[src/rtl/tensor_core_pkg.sv]
// Shared types for the tensor core operand/result sequencer.
package tensor_core_pkg;

  localparam int TC_DIM   = 4;
  localparam int TC_ELEMS = 16;
  localparam int TC_REGS  = 32;
  localparam int TC_DW    = 8;

  typedef logic [4:0] tc_addr_t;

  typedef logic [TC_DIM-1:0][TC_DIM-1:0][TC_DW-1:0] tc_matrix_t;

  typedef enum logic [2:0] {
    IDLE,
    LOAD,
    FLUSH,
    COMPUTE,
    SETTLE,
    DRAIN
  } tc_seq_state_t;

endpackage

[src/rtl/tc_result_drain.sv]
// Result snapshot buffer and valid/ready result stream.
module tc_result_drain
  import tensor_core_pkg::*;
#(
  parameter int DATA_WIDTH = 8
) (
  input  logic                  clk_i,
  input  logic                  rst_ni,
  input  logic                  capture_i,
  input  logic [TC_DIM-1:0][TC_DIM-1:0][DATA_WIDTH-1:0] matrix_i,
  input  logic                  out_ready_i,
  output logic [DATA_WIDTH-1:0] out_data_o,
  output logic [3:0]            out_index_o,
  output logic                  out_valid_o,
  output logic                  last_o
);

  logic [TC_DIM-1:0][TC_DIM-1:0][DATA_WIDTH-1:0] snap_q;
  logic [3:0] cnt_q;
  logic       valid_q;
  logic       hs;

  assign hs = valid_q & out_ready_i;

  always_ff @(posedge clk_i) begin
    if (!rst_ni) begin
      snap_q  <= '0;
      cnt_q   <= '0;
      valid_q <= 1'b0;
    end else if (capture_i) begin
      snap_q  <= matrix_i;
      cnt_q   <= '0;
      valid_q <= 1'b1;
    end else if (hs) begin
      if (cnt_q == 4'(TC_ELEMS - 1)) begin
        cnt_q   <= '0;
        valid_q <= 1'b0;
      end else begin
        cnt_q <= cnt_q + 4'd1;
      end
    end
  end

  assign out_data_o  = snap_q[cnt_q[3:2]][cnt_q[1:0]];
  assign out_index_o = cnt_q;
  assign out_valid_o = valid_q;
  assign last_o      = hs & (cnt_q == 4'(TC_ELEMS - 1));

endmodule

[src/rtl/tensor_core_sequencer.sv]
// Load operands, pulse bulk commit, settle, then stream 16 results.
module tensor_core_sequencer
  import tensor_core_pkg::*;
#(
  parameter int DATA_WIDTH    = 8,
  parameter int SETTLE_CYCLES = 1
) (
  input  logic                  clock_in,
  input  logic                  reset_in,
  input  logic                  start_in,
  input  logic                  reuse_b_in,
  output logic                  busy_out,
  output logic                  done_out,
  input  logic [DATA_WIDTH-1:0] in_data_in,
  input  logic                  in_valid_in,
  output logic                  in_ready_out,
  output logic                  tc_nb_we_out,
  output logic [4:0]            tc_nb_addr_out,
  output logic [DATA_WIDTH-1:0] tc_nb_data_out,
  output logic                  tc_bulk_we_out,
  input  logic [TC_DIM-1:0][TC_DIM-1:0][DATA_WIDTH-1:0] tc_result_in,
  output logic [DATA_WIDTH-1:0] out_data_out,
  output logic [3:0]            out_index_out,
  output logic                  out_valid_out,
  input  logic                  out_ready_in
);

  localparam int SW = (SETTLE_CYCLES > 1) ? $clog2(SETTLE_CYCLES) : 1;
  localparam logic [SW-1:0] SETTLE_LAST = SW'(SETTLE_CYCLES - 1);

  tc_seq_state_t         state_q;
  tc_addr_t              load_cnt_q;
  logic                  reuse_q;
  logic [SW-1:0]         settle_cnt_q;
  logic                  nb_we_q;
  tc_addr_t              nb_addr_q;
  logic [DATA_WIDTH-1:0] nb_data_q;
  logic                  bulk_q;
  logic                  done_q;
  logic                  capture;
  logic                  drain_last;
  tc_addr_t              last_addr;

  assign last_addr = reuse_q ? tc_addr_t'(TC_ELEMS - 1)
                             : tc_addr_t'(TC_REGS - 1);
  assign capture   = (state_q == SETTLE) & (settle_cnt_q == SETTLE_LAST);

  always_ff @(posedge clock_in) begin
    if (!reset_in) begin
      state_q      <= IDLE;
      load_cnt_q   <= '0;
      reuse_q      <= 1'b0;
      settle_cnt_q <= '0;
      nb_we_q      <= 1'b0;
      nb_addr_q    <= '0;
      nb_data_q    <= '0;
      bulk_q       <= 1'b0;
      done_q       <= 1'b0;
    end else begin
      nb_we_q <= 1'b0;
      bulk_q  <= 1'b0;
      done_q  <= 1'b0;
      unique case (state_q)
        IDLE: if (start_in) begin
          reuse_q    <= reuse_b_in;
          load_cnt_q <= '0;
          state_q    <= LOAD;
        end
        LOAD: if (in_valid_in) begin
          nb_we_q   <= 1'b1;
          nb_addr_q <= load_cnt_q;
          nb_data_q <= in_data_in;
          if (load_cnt_q == last_addr) state_q <= FLUSH;
          else load_cnt_q <= load_cnt_q + 5'd1;
        end
        FLUSH: begin
          bulk_q  <= 1'b1;
          state_q <= COMPUTE;
        end
        COMPUTE: begin
          settle_cnt_q <= '0;
          state_q      <= SETTLE;
        end
        SETTLE: begin
          if (capture) state_q <= DRAIN;
          else settle_cnt_q <= settle_cnt_q + SW'(1);
        end
        DRAIN: if (drain_last) begin
          done_q  <= 1'b1;
          state_q <= IDLE;
        end
        default: state_q <= IDLE;
      endcase
    end
  end

  tc_result_drain #(.DATA_WIDTH(DATA_WIDTH)) u_drain (
    .clk_i       (clock_in),
    .rst_ni      (reset_in),
    .capture_i   (capture),
    .matrix_i    (tc_result_in),
    .out_ready_i (out_ready_in),
    .out_data_o  (out_data_out),
    .out_index_o (out_index_out),
    .out_valid_o (out_valid_out),
    .last_o      (drain_last)
  );

  assign busy_out       = (state_q != IDLE);
  assign in_ready_out   = (state_q == LOAD);
  assign done_out       = done_q;
  assign tc_nb_we_out   = nb_we_q;
  assign tc_nb_addr_out = nb_addr_q;
  assign tc_nb_data_out = nb_data_q;
  assign tc_bulk_we_out = bulk_q;

endmodule

[config.mk]
export PLATFORM = sky130hd
export DESIGN_NAME = tensor_core_sequencer
export DESIGN_NICKNAME = d
export VERILOG_FILES = /design/src/rtl/tensor_core_pkg.sv /design/src/rtl/tc_result_drain.sv /design/src/rtl/tensor_core_sequencer.sv
export SDC_FILE = /design/constraint.sdc
export NUM_CORES = 1
export LEC_CHECK = 0
export BUFFER_PORTS_ARGS = -buffer_cell sky130_fd_sc_hd__buf_2
export CAP_MARGIN = 20
export CORE_MARGIN = 2
export CORE_UTILIZATION = 46
export DETAILED_ROUTE_END_ITERATION = 10
export PLACE_DENSITY = 0.81
export SLEW_MARGIN = 25
export SYNTH_ARGS = -nofsm -noshare
export SYNTH_HDL_FRONTEND = slang
export SYNTH_SLANG_ARGS = --single-unit
[constraint.sdc]
create_clock -name clock_in -period 2.2 [get_ports clock_in]
set_input_delay 0.44 -clock clock_in [delete_from_list [all_inputs] [get_ports clock_in]]
set_output_delay 0.44 -clock clock_in [all_outputs]
set_load 0.1 [all_outputs]
==> key figures, run 1 <==
Outcome
  • Outcome: finished with violations
  • Failing checks: negative setup slack

Global routing
  • First-pass GRT wire length: 29450 um
  • Largest net degree at the start of global routing: between 90 and 100
  • Initial antenna violation count: 3
  • Vias in the first global route: approximately 5800
  • GRT Total Usage: about a quarter
  • Grt ovf: 0

Route
  • Wire length on met1: 7384 um
  • DRT antenna net count: 0
  • Wire per inst: 16.52 um
  • Via count: ~6000
  • Starting DRT DRC Count: around 380
  • Via/cell ratio: between 5 and 6
  • Top sig layer: met5
  • Metal3 WL: ~1500 um
  • Drt first pass iters: 5
  • Post-route DRC: 0
  • Final wirelength: roughly 18000 um
  • Routed wl met2: roughly 9100 um

Power
  • Net Sw Frac: roughly 29%
  • Leak: 3.126 nW
  • Seq pwr share: between 40% and 50%
  • Net Sw Power: ~1.9 mW
  • Power share of the clock group: about two fifths
  • Int Pwr: roughly 4.7 mW
  • Comb pwr share: between 10% and 20%
  • PwrDens: between 700 and 800 nW/um^2
  • VDD IR max: approximately 650 uV

Yosys
  • Yosys top cell area share: between 40% and 50%
  • Main synth FF type: dfxtp_1
  • Warnings from Yosys: 0
  • Register area share after synthesis: a little under half
  • Synth top area cells: dfxtp_1, nand2_1, a21oi_1, mux4_1, mux4_2
  • Syn Inst Count: 760
  • Synth cell types: 39
  • Commonest cells post-synth: nand2_1, dfxtp_1, a21oi_1
  • Post-synth EDFFs: 0
  • Syn Area/Cell: about 9 sq um
  • Top-count cell post-synth: nand2_1
  • #FFs+latches synth: between 150 and 200
  • Synthesized net count: 904
  • Post-Syn Area: 6746 sq um
  • Ys async rst share: 0%
  • Synth area leader: dfxtp_1

Worst setup path
  • Worst Setup Start Kind: flop
  • Reg2reg start: state_q[0]
  • Critical Path RT: 1760 ps
  • CP endpoint kind: output port
  • Worst reg2reg path endpoint: u_drain.snap_q[30]
  • Crit path DAT: ~2300 ps
  • R2R depth: 6
  • WS Path Type: reg2out
  • Reg2Reg Setup Slack: 440 ps
  • Crit Path Max Fanout: 16

Clock network
  • CTS H-tree depth: 4
  • Clock Pin Slew Worst Setup and Hold Paths: around 60 ps
  • Sink Count: roughly 160
  • Post-CTS Hold Fix Bufs: 0
  • Clock Latency Late Sink: between 400 and 500 ps
  • CTS tree: done
  • TritonCTS Buffers: 17
  • CTS root buffer: clkbuf_16
  • Longest Clk Path Bufs: 2

Cells and area
  • # nets final: 1063
  • FILL cells: 1293
  • Layout Utilization: just under 60%
  • Area growth from synthesis to layout: 23.96%
  • Share of layout cells above drive strength 1: between 20% and 30%
  • Post-route insts no fill: 1116

Placed design
  • DP HPWL: between 10000 and 15000 um
  • Post-Place Cells: 1083
  • GP Congestion: 0.8924
  • Number of port buffers: approximately 170

STA
  • Post-route setup slack: -518.3 ps
  • Max Slew Vio Count: 0
  • Fin crit share: 123.6%
  • Worst Tran Pin Value: ~520 ps
  • RSZ-0062 raised after global routing: true
  • Max transition margin: 65.45%
  • Setup TNS: -3884 ps
  • Fmax: roughly 370 MHz
  • Min cycle time layout: ~2700 ps
  • Setup-failing EPs final: 8
  • Fin. Hold Viols: 0
  • Worst Skew: around 13 ps

Hold path
  • Hold Startpoint: reuse_b_in
  • Hold Crit Class: in2reg
  • Min-Delay Endpoint: reuse_q
  • Cell depth of the worst min-delay path: 3

Run
  • Maxcap violations: 0

Floorplan
  • Row count: 44
  • Placeable Area: ~14000 sq um
  • Die Area: around 16000 sq um
  • Io pins: around 170
  • Width of the chip: between 100 and 150 um
  • Die Span Y: 125.1 um
  • Starting Density: a little under half
-- worst max path at each step --
| stage | startpoint | endpoint | slack [ps] | depth (start not counted) |
|---|---|---|---|---|
| floorplan | u_drain.out_index_o[2] | out_data_out[0] | -340 | 4 |
| global placement | u_drain.out_index_o[2] | out_data_out[1] | -140 | 4 |
| detailed placement | u_drain.out_index_o[2] | out_data_out[0] | -170 | 4 |
| CTS | u_drain.out_index_o[2] | out_data_out[0] | -550 | 4 |
| global route | u_drain.out_index_o[2] | out_data_out[0] | -580 | 4 |
| finish | u_drain.out_index_o[2] | out_data_out[0] | -520 | 4 |
-- metal layers --
| layer | vias up | GRT usage [%] |
|---|---|---|
| li1 | 2893 | - |
| met1 | 2760 | 29.09 |
| met2 | 239 | 40.51 |
| met3 | 30 | 7.146 |
| met5 | - | 0 |
| met4 | 4 | 8.170 |
-- through the flow --
| step | instance area [sq um] | power (mW) | setup slack, ps | hold slack (ps) |
|---|---|---|---|---|
| floorplan | 6703 | 3.664 | -338.2 | 431.5 |
| global placement | 7755 | 3.914 | -144.4 | 439.4 |
| detailed placement | 7755 | 3.922 | -165.5 | 444.6 |
| CTS | 8366 | 6.593 | -546.3 | 234.0 |
| global route | 8361 | 6.801 | -584.5 | 239.3 |
| finish | 8363 | 6.574 | -518.3 | 249.0 |
-- logic make-up after synthesis --
kind of cell | after synthesis | synth area share, %
adder cells (fa/ha/maj) | 2 | 0.3709
buffers and inverters | 61 | 5.211
AND/OR/NAND/NOR | 331 | 19.47
XOR/XNOR | 5 | 0.6492
AO/OA/AOI/OAI | 160 | 12.31
flip-flops | 159 | 47.18
multiplexers | 42 | 14.80
-- power by group through the flow --
stage          clock network, mW  logic (mW)  registers (mW)
2_1_floorplan                  0       0.442            3.22
3_3_place_gp                   0       0.847            3.07
3_5_place_dp                   0       0.854            3.07
4_1_cts                     2.73       0.863            3.00
5_1_grt                     2.86       0.925            3.02
6_report                    2.70       0.867            3.01
-- critical path, stage by stage, from the launching register on --
cell	delay (ps)
dfxtp_4	400
buf_12	190
mux4_1	550
mux4_2	490
buf_6	210
-- area by class of cell --
type                    count  area, sq um  area share (%)
flip-flops and latches    159         3191           38.15
multi-input cells         540         3167           37.87
repair buffers            199         1232           14.74
clock buffers              19        442.9           5.296
well taps                 184        230.2           2.753
clock inverters            12        87.58           1.047
inverters                   2        10.01          0.1197
diodes                      1        2.502         0.02992
-- cell usage in the layout (no fill, tap or decap), drive strengths merged, types with 2 or more instances in the layout --
cell type and count:
nand3 8, mux4 40, clkinv 5, buf 199, inv 6, nor3b 2
mux2i 2, dfxtp 159, nor2 8, xor2 2, nand2b 2, nand2 294
clkinvlp 3, a21oi 147, and3 2, ha 2, or3 3, clkbuf 19
xnor2 3, a211o 2, o21ai 6, o221a 2, nor3 4
-- flip-flops by register name, indices dropped and copies added (netlist names) --
name and cells:
done_out 1, load_cnt_q 5, reuse_q 1, settle_cnt_q 1, state_q 3, tc_bulk_we_out 1
tc_nb_addr_out 5, tc_nb_data_out 8, tc_nb_we_out 1, u_drain.out_index_o 4, u_drain.out_valid_o 1, u_drain.snap_q 128
-- repair_timing --
item | CTS | global route
gates resized for setup | 22 | 2
endpoints found under the setup margin | 9 | 9
endpoints found under the hold margin | 0 | 0
buffers inserted | 2 | 0
Note: power is estimated with default switching activity, not from simulation.
==> run 2, diff against run 1 <==
--- a/config.mk
+++ b/config.mk
@@ -7,11 +7,14 @@
 export LEC_CHECK = 0
 export BUFFER_PORTS_ARGS = -buffer_cell sky130_fd_sc_hd__buf_2
 export CAP_MARGIN = 20
+export CELL_PAD_IN_SITES_DETAIL_PLACEMENT = 1
+export CELL_PAD_IN_SITES_GLOBAL_PLACEMENT = 2
 export CORE_MARGIN = 2
-export CORE_UTILIZATION = 46
+export CORE_UTILIZATION = 31
 export DETAILED_ROUTE_END_ITERATION = 10
-export PLACE_DENSITY = 0.81
+export PLACE_DENSITY = 0.89
 export SLEW_MARGIN = 25
 export SYNTH_ARGS = -nofsm -noshare
 export SYNTH_HDL_FRONTEND = slang
 export SYNTH_SLANG_ARGS = --single-unit
+export TNS_END_PERCENT = 30
==> constraint.sdc (replaced) <==
create_clock -name clock_in -period 2.2 [get_ports clock_in]
set_input_delay 0.33 -clock clock_in [delete_from_list [all_inputs] [get_ports clock_in]]
set_output_delay 0.33 -clock clock_in [all_outputs]
set_load 0.1 [all_outputs]
==> run 2 against run 1 <==
  * The run still ends with negative setup slack left
  * Wire length is 20% higher
  * Core utilization is 18 points lower
  * Die area is 47% higher
  * First-iteration DRC count is 23% lower
  * Sequential share of layout area is 0.88 points lower
  * Global-route usage is 4.2 points lower
  * Clock-buffer cell count is 1 lower
  * Setup slack better by 110 ps
  * Hold slack worse by 110 ps
  * Via count is 0.42% higher
  * Flip-flop and latch count stayed put
  * Critical path type unchanged
  * Critical endpoint is now out_data_out[3]
  * Highest routed layer unchanged
==> key figures, run 2 (same netlist as run 1, synthesis figures left out) <==
Power
  • Leak: between 3 and 4 nW
  • VDD IR max: around 560 uV
  • PwrDens: a little over 800 nW/um^2
  • Pwr Total: approximately 7 mW

Placed design
  • Number of port buffers: 172
  • GP Congestion: between 0.8 and 0.9
  • DP HPWL: about 17000 um

Floorplan
  • Starting Density: a little under a third
  • Die Span Y: around 150 um
  • Die Area: ~23000 sq um
  • Row count: 53
  • Placeable Area: 21220 sq um
  • Width of the chip: 151.5 um
  • Io pins: roughly 170

Run
  • Maxcap violations: 0

Cells and area
  • FILL cells: 2515
  • Multi-input logic area: about 3200 sq um
  • Area growth from synthesis to layout: 26.87%
  • Max reg flops: 128
  • Most frequent cells in the layout: nand2_1, buf_2, dfxtp_1
  • Register area: around 3200 sq um
  • # nets final: between 1000 and 1500
  • Share of layout cells above drive strength 1: 29.49%
  • Commonest non-fill, non-tap cell in the layout: nand2_1
  • Biggest register: u_drain.snap_q

Worst setup path
  • Worst reg2reg path endpoint: u_drain.snap_q[74]
  • Crit path DAT: about 2300 ps
  • Reg2reg start: state_q[2]
  • R2R depth: 6
  • WS Path Type: reg2out
  • Reg2Reg Setup Slack: about 250 ps
  • Critical Path RT: 1870 ps
  • Critical Path Start: u_drain.out_index_o[2]
  • Crit Path Max Fanout: 6
  • Worst Setup Start Kind: flop
  • CP endpoint kind: output port

Global routing
  • Largest net degree at the start of global routing: 74
  • Initial antenna violation count: 3
  • Grt ovf: 0
  • First-pass GRT wire length: approximately 34000 um
  • Vias in the first global route: 6262
  • GRT Total Usage: approximately a fifth

Route
  • Via/cell ratio: 4.934
  • Final wirelength: 22150 um
  • Starting DRT DRC Count: a little under 300
  • DRT antenna net count: 0
  • Via count: 5951
  • Wire per inst: 18.37 um
  • Drt first pass iters: 4
  • Post-route DRC: 0

Hold path
  • Min-Delay Endpoint: u_drain.snap_q[33]
  • Hold Crit Class: in2reg
  • Cell depth of the worst min-delay path: 3
  • Hold Startpoint: tc_result_in[33]

STA
  • Worst Tran Pin Value: around 610 ps
  • Max Slew Vio Count: 0
  • Min cycle time layout: between 2000 and 3000 ps
  • Worst Skew: about 6.5 ps
  • Post-route setup slack: -412.0 ps
  • Fin crit share: 118.7%
  • Setup-failing EPs final: 8
  • Fmax: roughly 380 MHz
  • Hold WS: between 100 and 150 ps
  • Fin. Hold Viols: 0
  • RSZ-0062 raised after global routing: true
  • Max transition margin: about three fifths

Clock network
  • CTS H-tree depth: 4
  • Post-CTS setup buffer count: 0
  • TritonCTS Buffers: 17
  • Clock Pin Slew Worst Setup and Hold Paths: roughly 70 ps
  • CTS root buffer: clkbuf_16
  • Clock Latency Late Sink: ~430 ps
  • Sink Count: between 150 and 200
  • Longest Clk Path Bufs: 2
  • CTS tree: done

Outcome
  • Failing checks: negative setup slack
  • Outcome: finished with violations
==> run 2: cell count changes in the layout (fill, tap and decap cells not counted), moves of 2 or more <==
cell / previous run / this run
inv_6: 3 / 5
inv_8: 0 / 3
buf_4: 18 / 13
clkinv_2: 3 / 0
bufinv_16: 0 / 2
==> run 2: power by group <==
group,leakage (nW),internal [mW],switching (mW),total [mW]
clock,0.294,1.75,1.31,3.06
sequential,1.28,2.94,0.0713,3.01
combinational,1.58,0.264,0.612,0.876
==> run 2: critical path, cell delays in order, from the launching register on <==
cell     delay, ps
dfxtp_4        420
buf_6          160
mux4_1         560
mux4_2         500
buf_6          210
==> run 2: metal layers <==
metal	up-vias	GRT usage [%]	part of all wire, %
li1	2895	-	-
met2	184	34.50	51
met5	-	0	0.059
met1	2845	22.76	40
met3	25	6.557	7.1
met4	2	6.157	2.0
==> run 2: repair_timing <==
action / in CTS / in global routing
gates resized for setup: 19 / 5
hold buffers: 0 / 0
hold endpoints to repair: 0 / 0
endpoints found under the setup margin: 9 / 9
==> run 2: metrics by stage <==
step / setup TNS [ps] / setup WS, ps / utilization (%) / instances / instance area, sq um
global placement: -197.2 / -45.98 / 37.07 / 1172 / 7866
floorplan: -1817 / -228.2 / - / 760 / 6703
global route: -3717 / -479.1 / 40.31 / 1204 / 8554
CTS: -3350 / -439.1 / 40.22 / 1204 / 8536
finish: -3148 / -412.0 / 40.34 / 1206 / 8559
detailed placement: -306.0 / -63.71 / 37.07 / 1172 / 7866
==> run 2: area by class of cell <==
cell class	count	area share, %
multi-input cells	540	37.04
well taps	275	4.020
clock buffers	18	5.131
diodes	2	0.05847
flip-flops and latches	159	37.28
repair buffers	196	14.37
clock inverters	14	1.988
inverters	2	0.1169
==> run 2: worst max path at each step <==
| stage | to | cells past startpoint | slack [ps] |
|---|---|---|---|
| global placement | out_data_out[2] | 4 | -50 |
| floorplan | out_data_out[0] | 4 | -230 |
| CTS | out_data_out[2] | 4 | -440 |
| finish | out_data_out[3] | 4 | -410 |
| detailed placement | out_data_out[3] | 4 | -60 |
| global route | out_data_out[4] | 4 | -480 |
